<file path="config.mk">
export PLATFORM = sky130hd
export DESIGN_NAME = thresh_sequencer
export DESIGN_NICKNAME = d
export VERILOG_FILES = /design/src/rtl/thresh_sequencer.sv
export SDC_FILE = /design/constraint.sdc
export NUM_CORES = 1
export LEC_CHECK = 0
export ABC_AREA = 1
export CAP_MARGIN = 10
export CORE_AREA = 2 2 138 140
export CTS_CLUSTER_DIAMETER = 50
export DETAILED_ROUTE_END_ITERATION = 7
export DIE_AREA = 0 0 140 142
export HOLD_SLACK_MARGIN = 0.05
export PLACE_DENSITY = 0.88
export SLEW_MARGIN = 20
export SYNTH_ARGS = -nofsm -noshare
export SYNTH_HDL_FRONTEND = slang
export SYNTH_SLANG_ARGS = --single-unit
</file>
<file path="constraint.sdc">
create_clock -name clk -period 5.75 [get_ports clk]
set_input_delay 1.15 -clock clk [delete_from_list [all_inputs] [get_ports clk]]
set_output_delay 1.15 -clock clk [all_outputs]
set_load 0.005 [all_outputs]
</file>
<file path="src/rtl/thresh_sequencer.sv">
// thresh_sequencer: sequences one denoising pass over a block of N
// coefficient pairs held in a dual-bank (a/b) coefficient RAM.
// The SCAN pass finds the largest magnitude across both banks. The APPLY
// pass streams every pair through the external thresholding datapath and
// writes each result back to the address it was read from.
module thresh_sequencer #(
    parameter int ADDR_W = 10
) (
    input  logic              clk,
    input  logic              rst,
    input  logic              start,
    input  logic [ADDR_W:0]   n_pairs,
    output logic              rd_en,
    output logic [ADDR_W-1:0] rd_addr,
    input  logic [31:0]       rd_a,
    input  logic [31:0]       rd_b,
    output logic              dp_valid,
    output logic [31:0]       dp_a,
    output logic [31:0]       dp_b,
    output logic [31:0]       dp_thresh,
    input  logic              dp_out_valid,
    input  logic [31:0]       dp_out_a,
    input  logic [31:0]       dp_out_b,
    output logic              wr_en,
    output logic [ADDR_W-1:0] wr_addr,
    output logic [31:0]       wr_a,
    output logic [31:0]       wr_b,
    output logic              busy,
    output logic              done,
    output logic [31:0]       max_mag
);

    typedef enum logic [2:0] {
        IDLE,
        SCAN,
        SCAN_DRAIN,
        APPLY,
        FLUSH,
        DONE
    } state_t;

    localparam logic [ADDR_W:0] CNT_ONE = {{ADDR_W{1'b0}}, 1'b1};

    state_t          state;
    state_t          state_next;

    // Counters are one bit wider than the address so a full 2^ADDR_W block
    // can be counted to completion without wrapping.
    logic [ADDR_W:0] n_reg;
    logic [ADDR_W:0] rd_cnt;
    logic [ADDR_W:0] wr_cnt;

    logic            rd_vld_q;
    logic [31:0]     max_reg;
    logic [31:0]     max_upd;
    logic [31:0]     mag_a;
    logic [31:0]     mag_b;
    logic [31:0]     thresh_reg;
    logic [31:0]     max_mag_reg;
    logic            last_rd;
    logic            in_apply;
    logic            wr_fire;

    assign last_rd  = (rd_cnt == (n_reg - CNT_ONE));
    assign in_apply = (state == APPLY) || (state == FLUSH);

    // A result is written only while the pass still expects one; late or
    // stale results after the Nth write are dropped.
    assign wr_fire  = in_apply && dp_out_valid && (wr_cnt != n_reg);

    // Running-maximum candidate: fold the returning pair into the current max,
    // keeping the current value on a tie.
    always_comb begin
        mag_a   = {1'b0, rd_a[30:0]};
        mag_b   = {1'b0, rd_b[30:0]};
        max_upd = max_reg;
        if (rd_vld_q) begin
            if (mag_a > max_upd) begin
                max_upd = mag_a;
            end
            if (mag_b > max_upd) begin
                max_upd = mag_b;
            end
        end
    end

    // State register; reset aborts any pass in progress.
    always_ff @(posedge clk) begin
        if (rst) begin
            state <= IDLE;
        end else begin
            state <= state_next;
        end
    end

    // Next-state logic and the state-decoded strobes.
    always_comb begin
        state_next = state;
        rd_en      = 1'b0;
        busy       = (state != IDLE);
        done       = 1'b0;
        case (state)
            IDLE: begin
                if (start) begin
                    state_next = (n_pairs == '0) ? DONE : SCAN;
                end
            end
            SCAN: begin
                rd_en = 1'b1;
                if (last_rd) begin
                    state_next = SCAN_DRAIN;
                end
            end
            SCAN_DRAIN: begin
                state_next = APPLY;
            end
            APPLY: begin
                rd_en = 1'b1;
                if (last_rd) begin
                    state_next = FLUSH;
                end
            end
            FLUSH: begin
                if (wr_cnt == n_reg) begin
                    state_next = DONE;
                end
            end
            DONE: begin
                done       = 1'b1;
                state_next = IDLE;
            end
            default: begin
                state_next = IDLE;
            end
        endcase
    end

    // Block size, address counters, running max and the published threshold.
    always_ff @(posedge clk) begin
        if (rst) begin
            n_reg       <= '0;
            rd_cnt      <= '0;
            wr_cnt      <= '0;
            rd_vld_q    <= 1'b0;
            max_reg     <= '0;
            thresh_reg  <= '0;
            max_mag_reg <= '0;
        end else begin
            rd_vld_q <= rd_en;
            case (state)
                IDLE: begin
                    if (start) begin
                        n_reg   <= n_pairs;
                        max_reg <= '0;
                        rd_cnt  <= '0;
                        wr_cnt  <= '0;
                        if (n_pairs == '0) begin
                            thresh_reg  <= '0;
                            max_mag_reg <= '0;
                        end
                    end
                end
                SCAN: begin
                    max_reg <= max_upd;
                    rd_cnt  <= last_rd ? '0 : (rd_cnt + CNT_ONE);
                end
                SCAN_DRAIN: begin
                    max_reg     <= max_upd;
                    thresh_reg  <= max_upd;
                    max_mag_reg <= max_upd;
                    rd_cnt      <= '0;
                    wr_cnt      <= '0;
                end
                APPLY: begin
                    rd_cnt <= last_rd ? '0 : (rd_cnt + CNT_ONE);
                end
                default: begin
                end
            endcase
            if (wr_fire) begin
                wr_cnt <= wr_cnt + CNT_ONE;
            end
        end
    end

    assign rd_addr   = rd_cnt[ADDR_W-1:0];
    assign wr_addr   = wr_cnt[ADDR_W-1:0];

    // Read data goes to the datapath unmodified in the cycle after each APPLY
    // read; the datapath itself strips the sign.
    assign dp_valid  = rd_vld_q && in_apply;
    assign dp_a      = dp_valid ? rd_a : '0;
    assign dp_b      = dp_valid ? rd_b : '0;
    assign dp_thresh = thresh_reg;

    assign wr_en     = wr_fire;
    assign wr_a      = wr_fire ? dp_out_a : '0;
    assign wr_b      = wr_fire ? dp_out_b : '0;

    assign max_mag   = max_mag_reg;

endmodule
</file>
==> qor.txt <==
setup bufs post-CTS: 0
vias in the first global route: 9509
final setup margin: 0.4797 ns
die area: 19880 µm²
Setup Viol. Count Final: 0
num rows: 50
# DRC: 23
final worst-path cycle share: 0.9166
Mean Syn Cell Area: 5.923 µm²
fmax: 0.1897 GHz
I/O Buffers: 359
hold path start: max_reg[23]
Max IR drop VDD: 183.2 µV
GPL Wtd Cong: 0.9565
Syn Std Cell Area: 8737 µm²
Yosys top cell area share: 0.2314
reg2reg setup slack: 1.36 ns
Leak Pwr: 5.812 nW
#FFs+latches synth: 101
clock skew: 0.009934 ns
final net count: 1950
normalized max-slew margin: 0.4294
FILL cells: 1618
Hold WC Path Type: reg -> reg
dpl ws: 0.2460 ns
setup_tns: 0 ns
synth warn: 0
clk sink count: 101
post-synth top area cell: dfxtp_1
syn nets: 1683
gr usage total: 0.2975
part of the Yosys area used for sequential elements: 0.2314
# diodes: 0
Clock Latency Late Sink: 0.36 ns
total CTS buffers: 9
TritonCTS clock tree: done
Initial DRC Count: 1069
top post-synthesis cells by count: 345 x nand2_1, 254 x inv_1, 188 x nor2_1, 178 x nand3_1, 117 x a21oi_1
CP arrival: 5.55 ns
pin count of the biggest net entering global routing: 72
H-Tree Depth: 3
Max clock buf depth: 2
RR Startpoint: max_reg[30]
Post-Syn Instances: 1475
Hold EP: max_reg[23]
CTS root buf: clkbuf_16
Critical R2R Capture: max_reg[16]
status: finished with violations
max cap viols: 0
Routed Antenna Nets: 0
DIE HEIGHT: 142 µm
Final Hold Vio Count: 0
kind of critical path: in -> reg
Worst EP required: 6.03 ns
Die Wd: 140 µm
Vias: 10420
crit path max fanout: 31
dpl cells: 1965
worst-case reg-to-reg path depth: 22
hold buffer count at cts: 0
CP Capture Type: register
share of layout cells above drive strength 1: 0.03034
hold path cells: 2
post-CTS sizing: 0
ranking of synthesized cells by area: dfxtp_1 23%, nand2_1 15%, inv_1 11%
global-route wire length before repair: 47800 µm
final slew viol count: 0
Finished Layout Cells: 1981
asr flop ratio synth: 0
initial core utilization: 0.4734
synth unique cells: 42
failing checks: design-rule violations
Clock transition at path regs: 0.07 ns
worst slew pin tran: 0.8559 ns
Core Area: 18460 µm²
Layout area overhead: 41.31%
initial antenna violation count: 0
top-count cell post-synth: nand2_1
Setup crit start kind: input pin
DPL Wire Length: 23520 µm
crit path time final: 5.270 ns
drt wl/cell: 15.64 µm
Vias/cell: 5.260
RSZ-0062 raised after global routing: false
Post-synth EDFFs: 0
CP startpoint: rd_a[3]
pwr dens: 249.7 nW/µm²
prevailing post-synth register cell: dfxtp_1
Ports: 360
TritonRoute pass-1 iters: 8
global route overflow: 0
final wirelength: 30980 µm
[metrics by stage]
step / cell area, µm² / power (mW) / hold WS, ns / utilization
final: 12350 / 3.082 / 0.4662 / 0.6690
after global routing: 12350 / 3.290 / 0.4780 / 0.6690
after CTS: 12350 / 3.061 / 0.4657 / 0.6689
after detailed placement: 12000 / 2.336 / 0.4551 / 0.6502
after global placement: 12000 / 2.287 / 0.4520 / 0.6502
after floorplan: 8737 / 1.826 / 0.4447 / -
[layout by cell type (no fill, tap or decap), drive strengths merged, types with 5 or more instances in the layout]
cell	synthesis	layout
inv	258	259
clkdlybuf4s50	0	358
buf	80	12
xor2	12	12
dfxtp	101	101
o21ai	27	27
nor4	5	5
a21oi	117	117
ha	65	65
nand2	350	350
clkbuf	32	9
nand4	14	14
nor3	14	14
nand3	179	179
xnor2	5	5
nor2	190	190
[worst max-delay path by stage]
stage,end,cells after the start
CTS,max_mag[26],26
finish,max_reg[16],26
floorplan,max_reg[10],23
global route,max_mag[23],24
global placement,max_mag[29],28
detailed placement,max_mag[26],26
[worst max-delay path, stage by stage]
cell,delay [ns]
clkdlybuf4s50_1,0.50
ha_1,0.35
nand2_1,0.06
inv_1,0.07
nand2_1,0.05
nand2_1,0.05
nand2_1,0.05
nand2_1,0.13
nand2_1,0.07
nand2_1,0.06
nand2_1,0.06
nand2_2,0.30
nand2_4,0.33
nand2_1,0.17
nand2_1,0.07
ha_1,0.30
nand2_1,0.07
nor2_1,0.17
nand4_1,0.11
nor3_2,0.18
nand4_2,0.13
nand2_2,0.56
nand3_1,0.14
nand2_1,0.12
nand3_1,0.08
a21oi_1,0.20
[where the power goes]
part	internal (mW)	switching [mW]	total [mW]
Clock	0.428	0.294	0.723
Combinational	0.597	0.923	1.52
Sequential	0.773	0.0667	0.840
Total	1.80	1.28	3.08
[kinds of logic (layout without fill, tap and decap cells)]
kind of cell / count (synthesis) / count (layout) / share of synthesized area
AO/OA/AOI/OAI: 161 / 161 / 0.09695
XOR/XNOR: 17 / 17 / 0.01704
adder cells (fa/ha/maj): 65 / 65 / 0.09308
buffers and inverters: 372 / 644 / 0.1916
flip-flops: 101 / 101 / 0.2314
AND/OR/NAND/NOR: 759 / 759 / 0.3699
[per-layer routing]
layer / vias to the layer above / global-route usage / wire [µm]
met5: - / 0 / 0
li1: 5103 / - / -
met4: 0 / 0.1074 / 1076
met3: 99 / 0.07301 / 2890
met1: 4665 / 0.3718 / 12350
met2: 553 / 0.5012 / 14660
[area by class of cell]
class                      count  area [µm²]  area share
multi-input combinational   1002        5046      0.4087
clock buffer                   9       225.2     0.01824
sequential                   101        2022      0.1638
timing repair buffer         370        3671      0.2973
inverter                     258       969.7     0.07854
tap                          234       292.8     0.02371
clock inverter                 7       120.1    0.009728
Power figures use the tool's default switching activity.
